===== config.mk =====
export PLATFORM = sky130hd
export DESIGN_NAME = fp_operand_unpacker_flat
export DESIGN_NICKNAME = d
export VERILOG_FILES = /design/src/rtl/fp_operand_unpacker_if.sv /design/src/rtl/fp_operand_unpacker.sv /design/src/flat_wrapper.sv
export SDC_FILE = /design/constraint.sdc
export NUM_CORES = 1
export LEC_CHECK = 0
export CAP_MARGIN = 20
export CELL_PAD_IN_SITES_DETAIL_PLACEMENT = 0
export CELL_PAD_IN_SITES_GLOBAL_PLACEMENT = 2
export CORE_MARGIN = 5
export CORE_UTILIZATION = 36
export DETAILED_ROUTE_END_ITERATION = 8
export PLACE_DENSITY = 0.83
export SYNTH_ARGS = -nofsm -noshare
export SYNTH_HDL_FRONTEND = slang
export SYNTH_SLANG_ARGS = --single-unit

===== constraint.sdc =====
create_clock -name clk_i -period 11.7 [get_ports clk_i]
set_input_delay 1.755 -clock clk_i [delete_from_list [all_inputs] [get_ports clk_i]]
set_output_delay 1.755 -clock clk_i [all_outputs]
set_load 0.02 [all_outputs]

===== src/rtl/fp_operand_unpacker_if.sv =====
// rtl/fp_operand_unpacker_if.sv - operand/handshake bundle between the FPU issue logic and the unpacker
//
// Purpose: carries the packed operands and start/result handshake into the
// unpacker, and the decoded sign/exponent/fraction fields, class flags and
// issue/timeout pulses back out.
// Modports:
//   master - the requester/arithmetic side: drives start_i, x_i, y_i,
//            result_valid_i; observes every *_o signal.
//   slave  - the unpacker itself.
interface fp_operand_unpacker_if;
  logic        start_i;
  logic [31:0] x_i;
  logic [31:0] y_i;
  logic        result_valid_i;
  logic        ready_o;
  logic        data_valid_o;
  logic        x_sign_o;
  logic        y_sign_o;
  logic [7:0]  x_exp_o;
  logic [7:0]  y_exp_o;
  logic [22:0] x_frac_o;
  logic [22:0] y_frac_o;
  logic        x_infinity_o;
  logic        y_infinity_o;
  logic        x_nan_o;
  logic        y_nan_o;
  logic        x_zero_o;
  logic        y_zero_o;
  logic        x_subnormal_o;
  logic        y_subnormal_o;
  logic        timeout_o;

  modport master (
    output start_i, x_i, y_i, result_valid_i,
    input  ready_o, data_valid_o, x_sign_o, y_sign_o, x_exp_o, y_exp_o,
           x_frac_o, y_frac_o, x_infinity_o, y_infinity_o, x_nan_o, y_nan_o,
           x_zero_o, y_zero_o, x_subnormal_o, y_subnormal_o, timeout_o
  );

  modport slave (
    input  start_i, x_i, y_i, result_valid_i,
    output ready_o, data_valid_o, x_sign_o, y_sign_o, x_exp_o, y_exp_o,
           x_frac_o, y_frac_o, x_infinity_o, y_infinity_o, x_nan_o, y_nan_o,
           x_zero_o, y_zero_o, x_subnormal_o, y_subnormal_o, timeout_o
  );
endinterface


===== src/rtl/fp_operand_unpacker.sv =====
// rtl/fp_operand_unpacker.sv - IEEE-754 single-precision operand unpacker and classifier ahead of the multiplier
//
// Purpose: accepts an operand pair on start_i while ready_o, splits each into
// sign/exponent/fraction, classifies it (zero, subnormal, infinity, NaN),
// issues a one-cycle data_valid_o pulse and holds the fields until the
// arithmetic unit returns result_valid_i or the watchdog expires.
// Ports:
//   clk_i  - clock
//   rst_i  - asynchronous active-high reset
//   bus    - fp_operand_unpacker_if.slave (operands, handshake, fields, flags)
// Parameters:
//   TIMEOUT_CYCLES - WAIT cycles before the watchdog aborts (2..255)
// Build option:
//   FP_UNPACK_FTZ_EN - when defined, subnormal operands are flushed to zero
//                      (sign kept, exp/frac cleared, zero and subnormal flags set)
module fp_operand_unpacker #(
  parameter int TIMEOUT_CYCLES = 8
) (
  input logic                 clk_i,
  input logic                 rst_i,
  fp_operand_unpacker_if.slave bus
);

  localparam int CW = $clog2(TIMEOUT_CYCLES + 1);
  localparam logic [CW-1:0] LIMIT_M1 = CW'(TIMEOUT_CYCLES - 1);

  typedef enum logic [1:0] {IDLE, CLASSIFY, ISSUE, WAIT} state_t;

  typedef struct packed {
    logic        sign;
    logic [7:0]  exp;
    logic [22:0] frac;
    logic        nan;
    logic        inf;
    logic        zero;
    logic        sub;
  } fields_t;

  function automatic fields_t decode(input logic [31:0] v);
    fields_t f;
    f.sign = v[31];
    f.exp  = v[30:23];
    f.frac = v[22:0];
    f.nan  = (&v[30:23]) && (|v[22:0]);
    f.inf  = (&v[30:23]) && !(|v[22:0]);
    f.zero = !(|v[30:23]) && !(|v[22:0]);
    f.sub  = !(|v[30:23]) && (|v[22:0]);
`ifdef FP_UNPACK_FTZ_EN
    // Exponent is already zero for a subnormal; only the fraction needs clearing.
    if (f.sub) begin
      f.frac = '0;
      f.zero = 1'b1;
    end
`endif
    return f;
  endfunction

  state_t        r_state;
  logic [31:0]   r_x;
  logic [31:0]   r_y;
  logic [CW-1:0] r_cnt;
  fields_t       r_xd;
  fields_t       r_yd;
  logic          r_dv;
  logic          r_to;

  fields_t w_xd;
  fields_t w_yd;

  assign w_xd = decode(r_x);
  assign w_yd = decode(r_y);

  always_ff @(posedge clk_i or posedge rst_i) begin
    if (rst_i) begin
      r_state <= IDLE;
      r_x     <= '0;
      r_y     <= '0;
      r_cnt   <= '0;
      r_xd    <= '0;
      r_yd    <= '0;
      r_dv    <= 1'b0;
      r_to    <= 1'b0;
    end else begin
      r_dv <= 1'b0;
      r_to <= 1'b0;
      case (r_state)
        IDLE: begin
          if (bus.start_i) begin
            r_x     <= bus.x_i;
            r_y     <= bus.y_i;
            r_state <= CLASSIFY;
          end
        end
        CLASSIFY: begin
          // Fields land on this edge so they are valid alongside the issue pulse.
          r_xd    <= w_xd;
          r_yd    <= w_yd;
          r_dv    <= 1'b1;
          r_state <= ISSUE;
        end
        ISSUE: begin
          r_cnt   <= '0;
          r_state <= WAIT;
        end
        WAIT: begin
          if (bus.result_valid_i) begin
            // A result arriving on the limit cycle takes priority over the abort.
            r_state <= IDLE;
          end else begin
            r_cnt <= r_cnt + CW'(1);
            if (r_cnt == LIMIT_M1) begin
              r_to    <= 1'b1;
              r_state <= IDLE;
            end
          end
        end
        default: r_state <= IDLE;
      endcase
    end
  end

  assign bus.ready_o       = (r_state == IDLE);
  assign bus.data_valid_o  = r_dv;
  assign bus.timeout_o     = r_to;
  assign bus.x_sign_o      = r_xd.sign;
  assign bus.x_exp_o       = r_xd.exp;
  assign bus.x_frac_o      = r_xd.frac;
  assign bus.x_nan_o       = r_xd.nan;
  assign bus.x_infinity_o  = r_xd.inf;
  assign bus.x_zero_o      = r_xd.zero;
  assign bus.x_subnormal_o = r_xd.sub;
  assign bus.y_sign_o      = r_yd.sign;
  assign bus.y_exp_o       = r_yd.exp;
  assign bus.y_frac_o      = r_yd.frac;
  assign bus.y_nan_o       = r_yd.nan;
  assign bus.y_infinity_o  = r_yd.inf;
  assign bus.y_zero_o      = r_yd.zero;
  assign bus.y_subnormal_o = r_yd.sub;

endmodule


===== src/flat_wrapper.sv =====
// flat-port wrapper written by rule: the top's interface ports become plain ports
module fp_operand_unpacker_flat 
#(
  parameter int TIMEOUT_CYCLES = 8
)
  (clk_i, rst_i, bus_start_i, bus_x_i, bus_y_i, bus_result_valid_i, bus_ready_o, bus_data_valid_o, bus_x_sign_o, bus_y_sign_o, bus_x_exp_o, bus_y_exp_o, bus_x_frac_o, bus_y_frac_o, bus_x_infinity_o, bus_y_infinity_o, bus_x_nan_o, bus_y_nan_o, bus_x_zero_o, bus_y_zero_o, bus_x_subnormal_o, bus_y_subnormal_o, bus_timeout_o);
  fp_operand_unpacker_if bus_i ();
  input logic clk_i;
  input logic rst_i;
  input wire logic [$bits(bus_i.start_i)-1:0] bus_start_i;
  input wire logic [$bits(bus_i.x_i)-1:0] bus_x_i;
  input wire logic [$bits(bus_i.y_i)-1:0] bus_y_i;
  input wire logic [$bits(bus_i.result_valid_i)-1:0] bus_result_valid_i;
  output wire logic [$bits(bus_i.ready_o)-1:0] bus_ready_o;
  output wire logic [$bits(bus_i.data_valid_o)-1:0] bus_data_valid_o;
  output wire logic [$bits(bus_i.x_sign_o)-1:0] bus_x_sign_o;
  output wire logic [$bits(bus_i.y_sign_o)-1:0] bus_y_sign_o;
  output wire logic [$bits(bus_i.x_exp_o)-1:0] bus_x_exp_o;
  output wire logic [$bits(bus_i.y_exp_o)-1:0] bus_y_exp_o;
  output wire logic [$bits(bus_i.x_frac_o)-1:0] bus_x_frac_o;
  output wire logic [$bits(bus_i.y_frac_o)-1:0] bus_y_frac_o;
  output wire logic [$bits(bus_i.x_infinity_o)-1:0] bus_x_infinity_o;
  output wire logic [$bits(bus_i.y_infinity_o)-1:0] bus_y_infinity_o;
  output wire logic [$bits(bus_i.x_nan_o)-1:0] bus_x_nan_o;
  output wire logic [$bits(bus_i.y_nan_o)-1:0] bus_y_nan_o;
  output wire logic [$bits(bus_i.x_zero_o)-1:0] bus_x_zero_o;
  output wire logic [$bits(bus_i.y_zero_o)-1:0] bus_y_zero_o;
  output wire logic [$bits(bus_i.x_subnormal_o)-1:0] bus_x_subnormal_o;
  output wire logic [$bits(bus_i.y_subnormal_o)-1:0] bus_y_subnormal_o;
  output wire logic [$bits(bus_i.timeout_o)-1:0] bus_timeout_o;
  assign bus_i.start_i = bus_start_i;
  assign bus_i.x_i = bus_x_i;
  assign bus_i.y_i = bus_y_i;
  assign bus_i.result_valid_i = bus_result_valid_i;
  assign bus_ready_o = bus_i.ready_o;
  assign bus_data_valid_o = bus_i.data_valid_o;
  assign bus_x_sign_o = bus_i.x_sign_o;
  assign bus_y_sign_o = bus_i.y_sign_o;
  assign bus_x_exp_o = bus_i.x_exp_o;
  assign bus_y_exp_o = bus_i.y_exp_o;
  assign bus_x_frac_o = bus_i.x_frac_o;
  assign bus_y_frac_o = bus_i.y_frac_o;
  assign bus_x_infinity_o = bus_i.x_infinity_o;
  assign bus_y_infinity_o = bus_i.y_infinity_o;
  assign bus_x_nan_o = bus_i.x_nan_o;
  assign bus_y_nan_o = bus_i.y_nan_o;
  assign bus_x_zero_o = bus_i.x_zero_o;
  assign bus_y_zero_o = bus_i.y_zero_o;
  assign bus_x_subnormal_o = bus_i.x_subnormal_o;
  assign bus_y_subnormal_o = bus_i.y_subnormal_o;
  assign bus_timeout_o = bus_i.timeout_o;
  fp_operand_unpacker #(.TIMEOUT_CYCLES(TIMEOUT_CYCLES)) u_core (.clk_i(clk_i), .rst_i(rst_i), .bus(bus_i));
endmodule

### Yosys cells after proc, flatten, opt, wreduce, memory -nomap -nowiden

Cells that the tools add are included.

* multiplexer cells: 10
* add/sub/neg operators: 1
* reductions and logical operators: 23
* eq/ne operators: 7

Operators by type and width (number)
* OR reduction 23 bit: 2
* AND reduction 8 bit: 2
* OR reduction 8 bit: 2
* logical AND 1 bit: 8
* one-hot mux 2 bit (4 select lines): 1
* one-hot mux 4 bit (2 select lines): 1
* 2-to-1 mux 2 bit: 3
* AND reduction 2 bit: 3
* adder 4 x 1 -> 4 bit, second input constant: 1
* == test 2 bit, second input constant: 2
* == test 4 x 3 -> 1 bit, second input constant: 1
* zero test 1 bit: 4
* 2-to-1 mux 1 bit: 4
* 2-to-1 mux 4 bit: 1
* != test 2 bit, second input constant: 2
* != test 3 x 2 -> 1 bit, second input constant: 1
* == test 2 x 1 -> 1 bit, second input constant: 1
* zero test 2 bit: 1
* nonzero test 2 bit: 1

* output and inout bits: 75
* flip-flop bits (word level): 144

### Depth between registers and ports, before layout

* word-level depth: 4
* depth in mapped cells: 7
* mapped depth without buffers: 6

### Worst setup path before layout

OpenSTA, ideal clock, no wires.

* path type: input port to flip-flop
* start point: input port bus_start_i
* end point: register u_core.r_x[0]
* required time: 11.575 ns
* arrival time: 2.442 ns
* stages: 3
* library setup time: 0.125 ns
* path slack: 9.134 ns
* path through: nand2_2 > buf_2 > mux2_2

* word-level cells in the longest chain between the ends: 1

Ends and longest elaborated chain
* start: declaration: line flat_wrapper.sv:10 `input wire logic [$bits(bus_i.start_i)-1:0] bus_start_i;`
* AND reduction 2 bit (no line)
* end signal: assignment: line fp_operand_unpacker.sv:89 `r_x <= bus.x_i;`
* end: declaration: line fp_operand_unpacker.sv:59 `logic [31:0] r_x;`

Every way passes these cells.
A chain may end at the register's enable or synchronous reset.

### Final worst setup path

* start point: register u_core.r_state[1]
* end point: output port bus_ready_o

* word-level cells in the longest chain between the ends: 1

Ends and longest elaborated chain
* start: declaration: line fp_operand_unpacker.sv:58 `state_t r_state;`
* start signal: assignment: line fp_operand_unpacker.sv:75 `r_state <= IDLE;`
* start signal: assignment: line fp_operand_unpacker.sv:91 `r_state <= CLASSIFY;`
* start signal: assignment: line fp_operand_unpacker.sv:99 `r_state <= ISSUE;`
* zero test 2 bit: line fp_operand_unpacker.sv:122 `assign bus.ready_o = (r_state == IDLE);`
* end: declaration: line flat_wrapper.sv:14 `output wire logic [$bits(bus_i.ready_o)-1:0] bus_ready_o;`

Every way passes these cells.

==> flow_metrics.py <==
metrics = {
    "run_status": {
        "status": "finished, final reports clean",
    },
    "global_route": {
        "grt_max_degree": 83,
        "grt_pass1_vias": 3897,
        "grt-ovfl-total": 0,
        "grt_use_total_pct": 14.50,
        "antenna_found_initial": 0,
        "grt_pass1_wl_mm": 20.43,
    },
    "finish": {
        "seq_area_sq_mm": 0.003603,
        "multiInputGateArea_sq_mm": 0.001954,
        "areaGrowthSynthToFinish_pct": 40.31,
        "nNetsFinal": 593,
        "layout-drive-gt1-share_pct": 31.89,
        "stdcell_area_sq_mm": 0.007940,
        "antenna_cells": 0,
        "fin_util_pct": 51.85,
        "fill_cells": 1333,
    },
    "logic_synthesis": {
        "syn-num-nets": 442,
        "synth_top_area_share_pct": 63.67,
        "ys_ff_latch": 144,
        "post-synth-top-area-cell": "dfrtp_1",
        "syn_area_sq_mm": 0.005659,
        "synth_cell_types": 25,
        "yosys_warnings": 0,
        "postSynthAreaPerCell_sq_um": 15.38,
        "synth_cells": 368,
        "synth.top_cells.by_area": "dfrtp_1 (64%), mux2_2 (25%), ha_1 (1.3%)",
        "ys_seq_area_share_pct": 63.67,
    },
    "job": {
        "maxCapViolations": 0,
    },
    "floorplanning": {
        "rows": 45,
        "die_y_um": 135.4,
        "die_area_sq_mm": 0.01833,
        "start_util_pct": 36.95,
        "num_io_pins": 143,
        "core-area_sq_mm": 0.01531,
        "dieWidth_um": 135.4,
    },
    "worst_setup_path": {
        "cpMaxStageDelayCell": "clkdlybuf4s50_1",
        "path_cells": "inv_1 -> ha_1 -> clkdlybuf4s50_1",
        "cp.required_ns": 9.95,
        "path_class": "flip-flop to primary output",
        "critical_path.max_stage_delay_ns": 0.62,
        "worstPathArrival_ns": 1.82,
        "crit_fanout": 4,
        "start_kind": "flip-flop",
        "end_kind": "primary output",
    },
    "timing": {
        "holdWs_ns": 0.4923,
        "fin_skew_ns": 0.006050,
        "rsz0062_at_grt": "no",
        "fin_crit_sh_pct": 30.55,
        "slew_headroom_pct": 40.00,
        "worst_pin_slew_ns": 0.9001,
        "fmax_mhz": 279.7,
        "slew_viol_final": 0,
        "hold_violations": 0,
        "setup_viol": 0,
        "finalSetupTns_ns": 0,
        "fin_crit_ns": 3.575,
    },
    "clock_network": {
        "hold_buffers": 0,
        "clock-sinks": 144,
        "root_buffer": "clkbuf_16",
        "clockBufferDepth": 2,
        "h-tree-depth": 4,
        "ctsResizeCount": 0,
        "numCtsBuffers": 17,
        "path_clk_slew_ns": 0.06,
        "cts_tree": "yes",
        "cts_setup_buffers": 0,
        "clkLatencyLatePin_ns": 0.41,
    },
    "routing": {
        "drtPass1Iterations": 4,
        "drt_iter0_drc": 129,
        "vias": 3555,
        "postRouteWirelength_mm": 12.98,
        "wire_per_inst_um": 17.52,
        "final_antenna_net_count": 0,
        "post-route-drc-count": 0,
        "via_per_inst": 4.798,
    },
    "place": {
        "placed_cell_area_sq_mm": 0.007312,
        "port_buffers": 142,
        "routabilityCongestion": 0.7482,
        "dp_hpwl_mm": 9.032,
    },
    "pwr": {
        "p_per_area_mw_per_mm2": 297.9,
        "ir_worst_vdd_mv": 0.1233,
        "fin_total_pwr_w": 0.002365,
        "leakage_nw": 3.288,
    },
    "min_path": {
        "hp-class": "flip-flop to flip-flop",
    },
}
==> cells by family (layout without fill, tap and decap cells) <==
group	Yosys count	count (layout)	synth area share, %
AOI/OAI and AO/OA	18	18	2.255
xor gates and xnor gates	2	2	0.3096
adders and majority gates	6	6	1.327
buffers and inverters	25	187	2.012
DFF	144	144	63.67
muxes	128	128	25.45
and+or+nand+nor	45	45	4.975
==> synth_stat cells <==
library cell,count
o2bb2ai_1,4
nor2b_1,2
nand2b_1,1
nor2_1,9
dfrtp_1,144
mux2_2,127
nor3b_1,1
inv_1,11
xnor2_1,2
nand2_1,7
nand4b_1,1
nor3_1,2
nand4_1,8
o21ai_0,7
ha_1,6
nor4_2,6
nor4_1,6
o32ai_1,4
nand2_2,1
a21oi_1,1
a22o_1,2
nand3b_1,1
buf_2,13
mux2i_1,1
buf_4,1
==> final timing paths <==
kind	from	endpoint	slack (ns)	cells past startpoint
worst max-delay path	u_core.r_state[1]$_DFFE_PP0P_	bus_ready_o	8.13	3
worst min-delay path	u_core.bus.y_subnormal_o$_DFFE_PP0P_	u_core.bus.y_subnormal_o$_DFFE_PP0P_	0.49	1
worst max register to register	u_core.r_state[1]$_DFFE_PP0P_	u_core.bus.x_infinity_o$_DFFE_PP0P_	9.30	7
worst min register to register	u_core.bus.y_subnormal_o$_DFFE_PP0P_	u_core.bus.y_subnormal_o$_DFFE_PP0P_	0.49	1
max in group asynchronous	rst_i	u_core.r_x[13]$_DFFE_PP0P_	8.90	4
min in group asynchronous	rst_i	u_core.bus.data_valid_o$_DFF_PP0_	1.77	2
==> final cells by class <==
cell class / count / share of cell area [%]
timing repair buffer: 146 / 18.53
multi-input combinational: 199 / 24.61
clock buffer: 25 / 6.618
sequential: 144 / 45.38
clock inverter: 5 / 0.9455
tap: 211 / 3.325
inverter: 11 / 0.5830
==> worst max-delay path, delay by kind of cell (launching register included) <==
family / cells / cell delay [ns]
flip-flops: 1 / 0.40
buffers and inverters: 2 / 0.77
adder cells (fa/ha/maj): 1 / 0.23
==> routing by layer <==
metal,track usage (%),wire (um),vias to the layer above,share of wire (%)
met3,4.272,640,17,4.9
met2,23.40,6342,94,49
met4,5.431,191,0,1.5
met1,18.51,5806,1813,45
met5,0,0,-,0
li1,-,-,1631,-
==> power by group <==
group | switching [W] | total, W | internal, W
Sequential | 0.000172 | 0.000914 | 0.000743
Clock | 0.000196 | 0.000546 | 0.000350
Combinational | 0.000394 | 0.000905 | 0.000511
Total | 0.000761 | 0.00237 | 0.00160
==> registers in the layout (all words and copies together) (netlist names) <==
name                      flops
u_core.bus.y_sign_o           1
u_core.bus.x_sign_o           1
u_core.bus.y_frac_o          23
u_core.bus.x_nan_o            1
u_core.bus.y_exp_o            8
u_core.bus.y_nan_o            1
u_core.r_x                   32
u_core.bus.timeout_o          1
u_core.r_state                2
u_core.bus.x_zero_o           1
u_core.bus.x_infinity_o       1
u_core.r_y                   32
u_core.bus.x_exp_o            8
u_core.bus.y_zero_o           1
u_core.bus.y_subnormal_o      1
u_core.r_cnt                  4
u_core.bus.y_infinity_o       1
u_core.bus.x_frac_o          23
u_core.bus.x_subnormal_o      1
u_core.bus.data_valid_o       1
==> per-stage QoR <==
| stage | cells | worst slack, ns |
|---|---|---|
| 2_1_floorplan | 368 | 6.079 |
| 3_3_place_gp | 710 | 7.996 |
| 5_1_grt | 741 | 8.040 |
| 3_5_place_dp | 710 | 7.935 |
| 4_1_cts | 740 | 8.086 |
| 6_report | 741 | 8.125 |
==> cells in the final DEF, fill, tap and decap left out, drive strengths merged, types with 3 or more instances in the layout <==
cell type / instances
clkdlybuf4s50: 142
clkbuf: 25
mux2: 127
nor2: 9
nor4: 12
nand4: 8
o21ai: 7
ha: 6
dfrtp: 144
o2bb2ai: 4
nand2: 8
buf: 4
inv: 11
o32ai: 4
clkinv: 3
No activity file was read; power rests on OpenSTA's default activity.
